File: config.mk
export PLATFORM = sky130hd
export DESIGN_NAME = song_menu_ctrl
export DESIGN_NICKNAME = d
export VERILOG_FILES = /design/src/rtl/song_menu_ctrl.sv
export SDC_FILE = /design/constraint.sdc
export NUM_CORES = 1
export LEC_CHECK = 0
export CAP_MARGIN = 30
export CORE_ASPECT_RATIO = 1.75
export CORE_MARGIN = 3
export CORE_UTILIZATION = 41
export CTS_BUF_LIST = sky130_fd_sc_hd__clkbuf_4
export DETAILED_ROUTE_END_ITERATION = 7
export HOLD_SLACK_MARGIN = 0.15
export PLACE_DENSITY = 0.55
export SYNTH_ARGS = -nofsm -noshare
export SYNTH_HDL_FRONTEND = slang
export SYNTH_SLANG_ARGS = --single-unit
File: constraint.sdc
create_clock -name clk -period 3.39 [get_ports clk]
set_clock_uncertainty 0.2 [all_clocks]
set_input_delay 0.8475 -clock clk [delete_from_list [all_inputs] [get_ports clk]]
set_output_delay 0.8475 -clock clk [all_outputs]
set_load 0.01 [all_outputs]
File: src/rtl/song_menu_ctrl.sv
// Song selection menu controller.
// Four raw buttons are synchronized and debounced. The press events then drive a
// MENU/START/PLAYING state machine, and every output comes straight from a flop.
module song_menu_ctrl #(
  parameter int unsigned NUM_SONGS       = 4,
  parameter int unsigned DEBOUNCE_CYCLES = 1000000
) (
  input  logic       clk,
  input  logic       rst_n,
  input  logic       btn_up,
  input  logic       btn_down,
  input  logic       btn_confirm,
  input  logic       btn_back,
  input  logic       song_done,
  output logic       menu_enabled,
  output logic [1:0] song,
  output logic       play_start,
  output logic       playing
);

  localparam int unsigned NumBtn   = 4;
  localparam int unsigned BtnUp    = 0;
  localparam int unsigned BtnDown  = 1;
  localparam int unsigned BtnConf  = 2;
  localparam int unsigned BtnBack  = 3;
  localparam logic [19:0] DebLimit = 20'(DEBOUNCE_CYCLES);
  localparam logic [1:0]  LastSong = 2'(NUM_SONGS - 1);

  typedef enum logic [1:0] {StMenu, StStart, StPlaying} state_e;

  state_e              state_q;
  logic [NumBtn-1:0]   btn_raw;
  logic [NumBtn-1:0]   sync1_q;
  logic [NumBtn-1:0]   sync2_q;
  logic [NumBtn-1:0]   deb_q;
  logic [NumBtn-1:0]   press_q;
  logic [19:0]         cnt_q [NumBtn];

  assign btn_raw = {btn_back, btn_confirm, btn_down, btn_up};

  // Two-flop synchronizer on every raw button.
  always_ff @(posedge clk or negedge rst_n) begin
    if (!rst_n) begin
      sync1_q <= '0;
      sync2_q <= '0;
    end else begin
      sync1_q <= btn_raw;
      sync2_q <= sync1_q;
    end
  end

  // Debounce: accept a new level after DEBOUNCE_CYCLES consecutive differing samples.
  // The press pulse is registered together with the accepted 0->1 level change.
  always_ff @(posedge clk or negedge rst_n) begin
    if (!rst_n) begin
      deb_q   <= '0;
      press_q <= '0;
      for (int i = 0; i < NumBtn; i++) begin
        cnt_q[i] <= '0;
      end
    end else begin
      for (int i = 0; i < NumBtn; i++) begin
        press_q[i] <= 1'b0;
        if (sync2_q[i] == deb_q[i]) begin
          cnt_q[i] <= '0;
        end else if (cnt_q[i] + 20'd1 == DebLimit) begin
          deb_q[i]   <= sync2_q[i];
          cnt_q[i]   <= '0;
          press_q[i] <= sync2_q[i];
        end else begin
          cnt_q[i] <= cnt_q[i] + 20'd1;
        end
      end
    end
  end

  // Menu state machine with registered outputs. song only moves while in MENU.
  always_ff @(posedge clk or negedge rst_n) begin
    if (!rst_n) begin
      state_q      <= StMenu;
      song         <= '0;
      menu_enabled <= 1'b1;
      play_start   <= 1'b0;
      playing      <= 1'b0;
    end else begin
      case (state_q)
        StMenu: begin
          if (press_q[BtnConf]) begin
            state_q      <= StStart;
            menu_enabled <= 1'b0;
            play_start   <= 1'b1;
          end else if (press_q[BtnUp] && !press_q[BtnDown]) begin
            song <= (song == LastSong) ? 2'd0 : song + 2'd1;
          end else if (press_q[BtnDown] && !press_q[BtnUp]) begin
            song <= (song == 2'd0) ? LastSong : song - 2'd1;
          end
        end
        StStart: begin
          state_q    <= StPlaying;
          play_start <= 1'b0;
          playing    <= 1'b1;
        end
        StPlaying: begin
          if (song_done || press_q[BtnBack]) begin
            state_q      <= StMenu;
            playing      <= 1'b0;
            menu_enabled <= 1'b1;
          end
        end
        default: begin
          state_q      <= StMenu;
          menu_enabled <= 1'b1;
          play_start   <= 1'b0;
          playing      <= 1'b0;
        end
      endcase
    end
  end

endmodule

Yosys cells after proc, flatten, opt, wreduce, memory -nomap -nowiden
Index checks and enable logic that the tools add are counted.
{"block": "word_totals", "reg_bits": 103, "latchBits": 0, "ramBits": 0, "rom_bits": 0, "input_bits": 7, "output_inout_bits": 5, "memories": 0}
{"block": "classes", "addsub": 6, "multipliers": 0, "n_div": 0, "magnitude_cmp": 0, "n_eq_ne": 13, "n_shift": 0, "mux": 30, "bitwise": 8, "n_reduce_logical": 17}
{"operator": "$mux 20", "n": 8}
{"operator": "$add 20x1->20 const B", "n": 4}
{"operator": "$eq 20x20->1 const B", "n": 4}
{"operator": "$reduce_and 2->1", "n": 7}
{"operator": "$mux 1", "n": 12}
{"operator": "$mux 2", "n": 6}
{"operator": "$not 1->1", "n": 8}
{"operator": "$pmux 1 s3", "n": 2}
{"operator": "$pmux 2 s3", "n": 1}
{"operator": "$reduce_and 3->1", "n": 2}
{"operator": "$eq 1x1->1", "n": 4}
{"operator": "$eq 2x2->1 const B", "n": 2}
{"operator": "$logic_not 2->1", "n": 2}
{"operator": "$ne 2x2->1 const B", "n": 2}
{"operator": "$add 2x1->2 const B", "n": 1}
{"operator": "$eq 2x1->1 const B", "n": 1}
{"operator": "$logic_and 1x1->1", "n": 2}
{"operator": "$logic_not 1->1", "n": 2}
{"operator": "$pmux 1 s2", "n": 1}
{"operator": "$reduce_bool 2->1", "n": 1}
{"operator": "$sub 2x1->2 const B", "n": 1}
{"operator": "$logic_or 1x1->1", "n": 1}

Depth between registers and ports, before layout
Gate-level depths: netlist (run 1).
{"block": "logic_depth", "ltp_word": 4, "mapped_depth": 10, "mapped_depth_nobuf": 7}

Worst setup path after synthesis (run 1)
Ideal clock, no wire load.
{"block": "synth_timing", "path_type": "reg2reg", "from": "register cnt_q[40] in the netlist's numbering", "to": "register deb_q[1]", "arrival_ns": 2.185, "path_slack_ns": 0.879, "stages_incl_launch_ff": 8, "n_path_buf": 1, "period_less_slack_ns": 2.511, "path_cell_list": "dfrtp_1 -> ha_1 -> clkbuf_1 -> nand4_1 -> a21o_1 -> a211o_1 -> nor4_4 -> mux2_4"}
{"block": "synth_via", "elab_chain_len": 3}
{"element": "start, declared", "line_no": "37", "text": "logic [19:0] cnt_q [NumBtn];"}
{"element": "start signal, assigned by index", "line_no": "71", "text": "cnt_q[i] <= cnt_q[i] + 20'd1;"}
{"element": "$add 20x1->20", "line_no": "66", "text": "end else if (cnt_q[i] + 20'd1 == DebLimit) begin"}
{"element": "$eq 20x20->1", "line_no": "66"}
{"element": "$reduce_and 2->1 (no line)"}
{"element": "end signal, assigned by index", "line_no": "67", "text": "deb_q[i] <= sync2_q[i];"}
{"element": "end, declared", "line_no": "35", "text": "logic [NumBtn-1:0] deb_q;"}
Every way passes these cells.
A chain may end at the register's enable or synchronous reset.

Final worst setup path (run 1)
{"block": "layout_timing", "from": "register cnt_q[62] in the netlist's numbering", "to": "register cnt_q[60] in the netlist's numbering"}
{"block": "layout_via", "elab_chain_len": 4}
{"element": "$add 20x1->20", "line_no": "66"}
{"element": "$eq 20x20->1", "line_no": "66"}
{"element": "$mux 20", "line_no": "66"}
{"element": "$mux 20", "line_no": "64", "text": "if (sync2_q[i] == deb_q[i]) begin"}
Every way passes these cells.

==> results of run 1 <==
[power by group]
part	switching, uW	internal (uW)
clock	410	220
combinational	65.0	33.3
sequential	21.8	1250
total	496	1500
[critical path, cell delays in order (launching register included)]
cell       delay [ns]
dfrtp_1          0.49
nand3_2          0.28
nor4_1           0.57
mux2i_1          0.34
o2111ai_1        0.17
o31ai_2          0.44
buf_4            0.25
nor2_1           0.05
[final cells by class]
class	count	area share, %
Timing Repair Buffer	17	2.736
Sequential cell	103	42.09
Tap cell	174	3.553
Clock inverter	6	1.021
Clock buffer	9	1.103
Antenna cell	1	0.04084
Inverter	21	1.287
Multi-Input combinational cell	460	48.17
[stage by stage]
stage          cells  total power, uW
2_1_floorplan    608             1338
3_3_place_gp     774             1387
3_5_place_dp     774             1391
4_1_cts          790             2035
5_1_grt          791             2095
6_report         791             1995
[synth_stat cells (4+ instances only)]
master,count
a21oi_1,11
and2_1,4
and3_1,15
and4_1,6
buf_2,12
clkbuf_1,9
dfrtp_1,102
ha_1,11
inv_1,21
mux2i_1,4
nand2_1,34
nand3_1,30
nand4_1,25
nor2_1,96
nor2b_1,7
nor3_1,34
nor3b_1,4
nor4_1,10
nor4_2,5
o211ai_1,6
o21ai_0,11
or2_2,4
or3_1,4
or4_1,5
xnor2_1,47
xor2_1,28
[routing by layer]
layer	part of all wire, %	global-route usage [%]
met5	0	0
met4	3.0	7.030
met3	2.0	2.224
met2	53	28.84
met1	42	19.77
[worst max path at each step]
| stage | start | endpoint | slack, ns |
|---|---|---|---|
| floorplan | cnt_q[40] | deb_q[1] | 0.88 |
| global placement | cnt_q[62] | cnt_q[69] | 0.59 |
| detailed placement | cnt_q[62] | cnt_q[69] | 0.51 |
| CTS | cnt_q[62] | cnt_q[64] | 0.47 |
| global route | cnt_q[62] | cnt_q[79] | 0.29 |
| finish | cnt_q[62] | cnt_q[60] | 0.50 |
[timing repair]
item | 4_1_cts | 5_1_grt
setup endpoints to repair | 0 | 0
gates resized for setup | 0 | 0
hold buffers | 1 | 0
hold endpoints to repair | 24 | 0
[cell families (layout without fill, tap and decap cells)]
kind of cell	Yosys count	after routing	share of synthesized area [%]
AO/OA/AOI/OAI	65	65	8.195
XOR/XNOR	75	75	11.47
adder cells (fa/ha/maj)	11	11	2.404
buffers and inverters	45	53	3.409
flip-flops	103	103	45.04
multiplexers	9	9	1.748
other	0	1	0
AND/OR/NAND/NOR	300	300	27.73
[registers in the layout, summed over array words and instances, names as in the netlist]
register / count
cnt_q: 80
deb_q: 4
press_q: 4
sync1_q: 4
sync2_q: 4
song: 2
state_q: 2
menu_enabled: 1
play_start: 1
playing: 1
==> impl_metrics.yaml, run 1 <==
status:
  status: "completed"
cells_and_area:
  nets: 630
  drive_above_1_share_pct: 6.818
  register_area_um2: 2579
  multi_input_area_um2: 2952
  final_common_cell: "dfrtp_1"
  final_cell_mix: "102 x dfrtp_1, 96 x nor2_1, 47 x xnor2_1, 34 x nor3_1, 34 x nand2_1"
  fin_util_pct: 45.31
  fin_area_um2: 6127
  n_fill_cell: 1279
  area_growth_pct: 7.015
global_routing:
  overflow: 0
  grt_pass1_vias: 4254
  grt_max_degree: 52
  antenna_found_initial: 1
  grtUsageTotal_pct: 16.46
  grt_pass1_wl_mm: 20.38
setup_path:
  regToRegSetupSlack_ns: 0.50
  start_kind: "flop"
  worstPathArrival_ns: 3.02
  r2r-start: "cnt_q[62]"
  path_class: "reg2reg"
  critPathRequiredTime_ns: 3.52
  endpoint_kind: "flop"
  rr_worst_depth: 7
  r2r-end: "cnt_q[60]"
  cp_max_fo: 14
place:
  postPlaceCellArea_um2: 5984
  pre_cts_slack_ns: 0.5118
  numPortBuffers: 11
  place.gp.congestion: 0.8499
  dp_hpwl_mm: 8.606
clock_network:
  cts_buffer_depth: 2
  cts_inserted_buffers: 9
  cts_root_buf: "clkbuf_4"
  insertion_delay_ns: 0.44
  htreeDepth: 3
  post_cts_buffers: 0
  cts.sinks: 103
  cts_tree: "built"
  clkTransAtPathRegs_ns: 0.17
sta:
  max_freq_mhz: 345.9
  post-route-period-util_pct: 85.27
  hold_ws_ns: 0.1556
  min_period_ns: 2.891
  rsz0062_at_grt: "false"
  slew_viol_final: 0
  finalHoldViolCount: 0
  maxSlewHeadroom_pct: 50.08
  tns_ns: 0
  report.final.setup_viol: 0
  worst_slack_ns: 0.4993
  worst_pin_slew_ns: 0.7434
min_path:
  hold_start: "sync1_q[3]"
  hold_path.class: "reg2reg"
  hold_depth: 0
  whs_endpoint: "sync2_q[3]"
run:
  drv_cap: 0
yosys:
  ys_seq_area_share_pct: 45.04
  yosysWarnings: 0
  yosys.area.top_type: "dfrtp_1"
  synthesis.area_um2: 5725
  ys_top_cells_by_area: "dfrtp_1 45%, xnor2_1 7.2%, nor2_1 6.3%"
  yosysTopAreaCellShare_pct: 44.58
  synth_nets: 626
  synth.distinct_cells: 66
  synth_ff_type: "dfrtp_1"
  synth_edf_count: 0
  async_flop_share_pct: 100.0
  ys_ff_latch: 103
  syn-instance-count: 608
  syn_area_per_cell_um2: 9.417
route:
  wl_mm: 11.76
  wl_per_cell_um: 14.86
  route.detailed.drc: 0
  ant_nets: 0
  vias: 4345
  vias_per_cell: 5.493
  firstDrtPassIters: 4
  drtIter0Drc: 158
floorplan:
  die_h_um: 162.3
  core_area_um2: 13520
  io_pins: 12
  die_w_um: 95.33
  start_util_pct: 42.34
  die-area_um2: 15470
  num_rows: 56
pwr:
  vdd_drop_max_mv: 0.2292
  p_per_area_nw_per_um2: 325.5
  leakage_uw: 0.002441
Note: power is estimated with default switching activity, not from simulation.
==> run 2: changes to the inputs <==
- PLACE_DENSITY: 0.55 -> 0.58
- clock period: 3.39 -> 2.6 ns (I/O delays scaled with it)
==> impl_metrics.yaml, run 2 (synthesis gave the netlist of run 1 again) <==
clock_network:
  cts_tree: "built"
  insertion_delay_ns: 0.47
  htreeDepth: 3
  cts_root_buf: "clkbuf_4"
  cts_inserted_buffers: 9
  cts_buffer_depth: 2
  clkTransAtPathRegs_ns: 0.16
  cts.sinks: 103
cells_and_area:
  area_growth_pct: 17.35
  n_fill_cell: 1245
  nets: 687
  final_common_cell: "nor2_1"
  final_cell_mix: "96 x nor2_1, 85 x dfrtp_1, 60 x buf_4, 47 x xnor2_1, 34 x nand2_1"
  largest-register: "cnt_q"
  drive_above_1_share_pct: 19.58
  largest_register_ffs: 80
  fin_util_pct: 49.69
floorplan:
  die-area_um2: 15470
  start_util_pct: 42.34
  die_h_um: 162.3
  core_area_um2: 13520
  io_pins: 12
  die_w_um: 95.33
  num_rows: 56
sta:
  rsz0062_at_grt: "true"
  min_period_ns: 2.556
  worst_pin_slew_ns: 0.6002
  slew_viol_final: 0
  post-route-period-util_pct: 98.29
  finalHoldViolCount: 0
  max_freq_mhz: 391.3
  maxSlewHeadroom_pct: 59.42
  report.final.setup_viol: 0
setup_path:
  crit_chain: "ha_4 > buf_6 > nand4_1 > nor4_2 > xor2_1 > o211ai_1 > nor4_2 > mux2_1"
  worstPathArrival_ns: 2.70
  r2r-start: "cnt_q[60]"
  worst_path_most_repeated_cell: "nor4_2"
  start_kind: "flop"
  critPathRequiredTime_ns: 2.75
  max_stage_delay_ns: 0.46
  cp_max_fo: 6
  crit_slowest_cell: "dfrtp_2"
  path_class: "reg2reg"
  endpoint_kind: "flop"
  crit_start: "cnt_q[60]"
route:
  wl_mm: 12.49
  wl_per_cell_um: 14.71
  vias_per_cell: 5.435
  ant_nets: 0
  firstDrtPassIters: 4
  vias: 4614
  route.detailed.drc: 0
  drtIter0Drc: 167
status:
  status: "completed"
global_routing:
  grtUsageTotal_pct: 17.54
  overflow: 0
  grt_pass1_vias: 4605
  grt_max_degree: 41
  antenna_found_initial: 1
  grt_pass1_wl_mm: 21.48
min_path:
  hold_path.class: "reg2reg"
  hold_start: "sync1_q[0]"
pwr:
  power_uw: 2683
  leakage_uw: 0.002745
  p_per_area_nw_per_um2: 399.3
  vdd_drop_max_mv: 0.1934
place:
  numPortBuffers: 11
  place.gp.congestion: 0.8834
  dp_hpwl_mm: 9.098
run:
  drv_cap: 0
-- run 2: cell types whose count changed in the layout (fill, tap and decap cells not counted), moves of 2 or more --
cell | previous run | this run
ha_1 | 11 | 7
buf_4 | 5 | 60
nor4_1 | 10 | 6
clkinv_4 | 2 | 0
nor3_1 | 34 | 31
ha_2 | 0 | 2
nor3_2 | 0 | 2
ha_4 | 0 | 2
nor4_2 | 5 | 8
dfrtp_1 | 102 | 85
dfrtp_2 | 0 | 17
clkinvlp_4 | 1 | 3
-- run 2: power breakdown --
group | total (uW) | internal, uW | switching (uW) | leakage [uW]
clock | 855 | 295 | 560 | 0.0000675
sequential | 1650 | 1630 | 27.3 | 0.00138
combinational | 175 | 75.4 | 100 | 0.00130
total | 2680 | 2000 | 687 | 0.00274
-- run 2: cell type report --
| class | count | area (um2) | area share (%) |
|---|---|---|---|
| Antenna cell | 1 | 2.502 | 0.03724 |
| Tap cell | 174 | 217.7 | 3.240 |
| Multi-Input combinational cell | 460 | 3068 | 45.66 |
| Clock inverter | 7 | 72.57 | 1.080 |
| Timing Repair Buffer | 74 | 611.8 | 9.106 |
| Inverter | 21 | 78.83 | 1.173 |
| Sequential cell | 103 | 2600 | 38.70 |
| Clock buffer | 9 | 67.56 | 1.006 |
-- run 2: critical path: cells and delay by family (launching register included) --
family | cells | cell delay (ns)
buffers and inverters | 1 | 0.10
adders and majority gates | 1 | 0.16
AOI/OAI and AO/OA | 1 | 0.14
xor gates and xnor gates | 1 | 0.27
and+or+nand+nor | 3 | 0.76
DFF | 1 | 0.46
muxes | 1 | 0.36
-- run 2: routing by layer --
| metal | part of all wire [%] | track usage, % |
|---|---|---|
| met5 | 0 | 0 |
| met3 | 3.1 | 2.641 |
| met4 | 2.6 | 7.819 |
| met2 | 54 | 31.52 |
| met1 | 40 | 20.01 |
-- run 2: path summary, 6_finish.rpt --
check	end	slack [ns]	cells after the start
setup / recovery	deb_q[0]	0.04	8
hold / removal	sync2_q[0]	0.17	0
setup reg to reg	deb_q[0]	0.04	8
hold reg to reg	sync2_q[0]	0.17	0
max in group asynchronous	cnt_q[68]	1.14	3
min in group asynchronous	cnt_q[22]	0.44	2
-- run 2: per-stage QoR --
stage | instances | area (um2) | TNS [ns] | setup slack [ns] | hold WS, ns
after floorplan | 608 | 5725 | 0 | 0.08947 | 0.1312
after global placement | 811 | 6275 | 0 | 0.07874 | 0.1333
after detailed placement | 811 | 6275 | -0.04853 | -0.04853 | 0.1364
after CTS | 829 | 6452 | 0 | 0.002450 | 0.1701
after global routing | 849 | 6719 | -0.1711 | -0.08268 | 0.1805
final | 849 | 6719 | 0 | 0.04446 | 0.1661
-- run 2: what timing repair did --
item / in CTS / in global routing
resized for setup: 4 / 36
pin swaps: 3 / 13
endpoints found under the hold margin: 30 / 0
endpoints found under the setup margin: 9 / 52
hold buffers: 1 / 0
setup buffers: 1 / 19
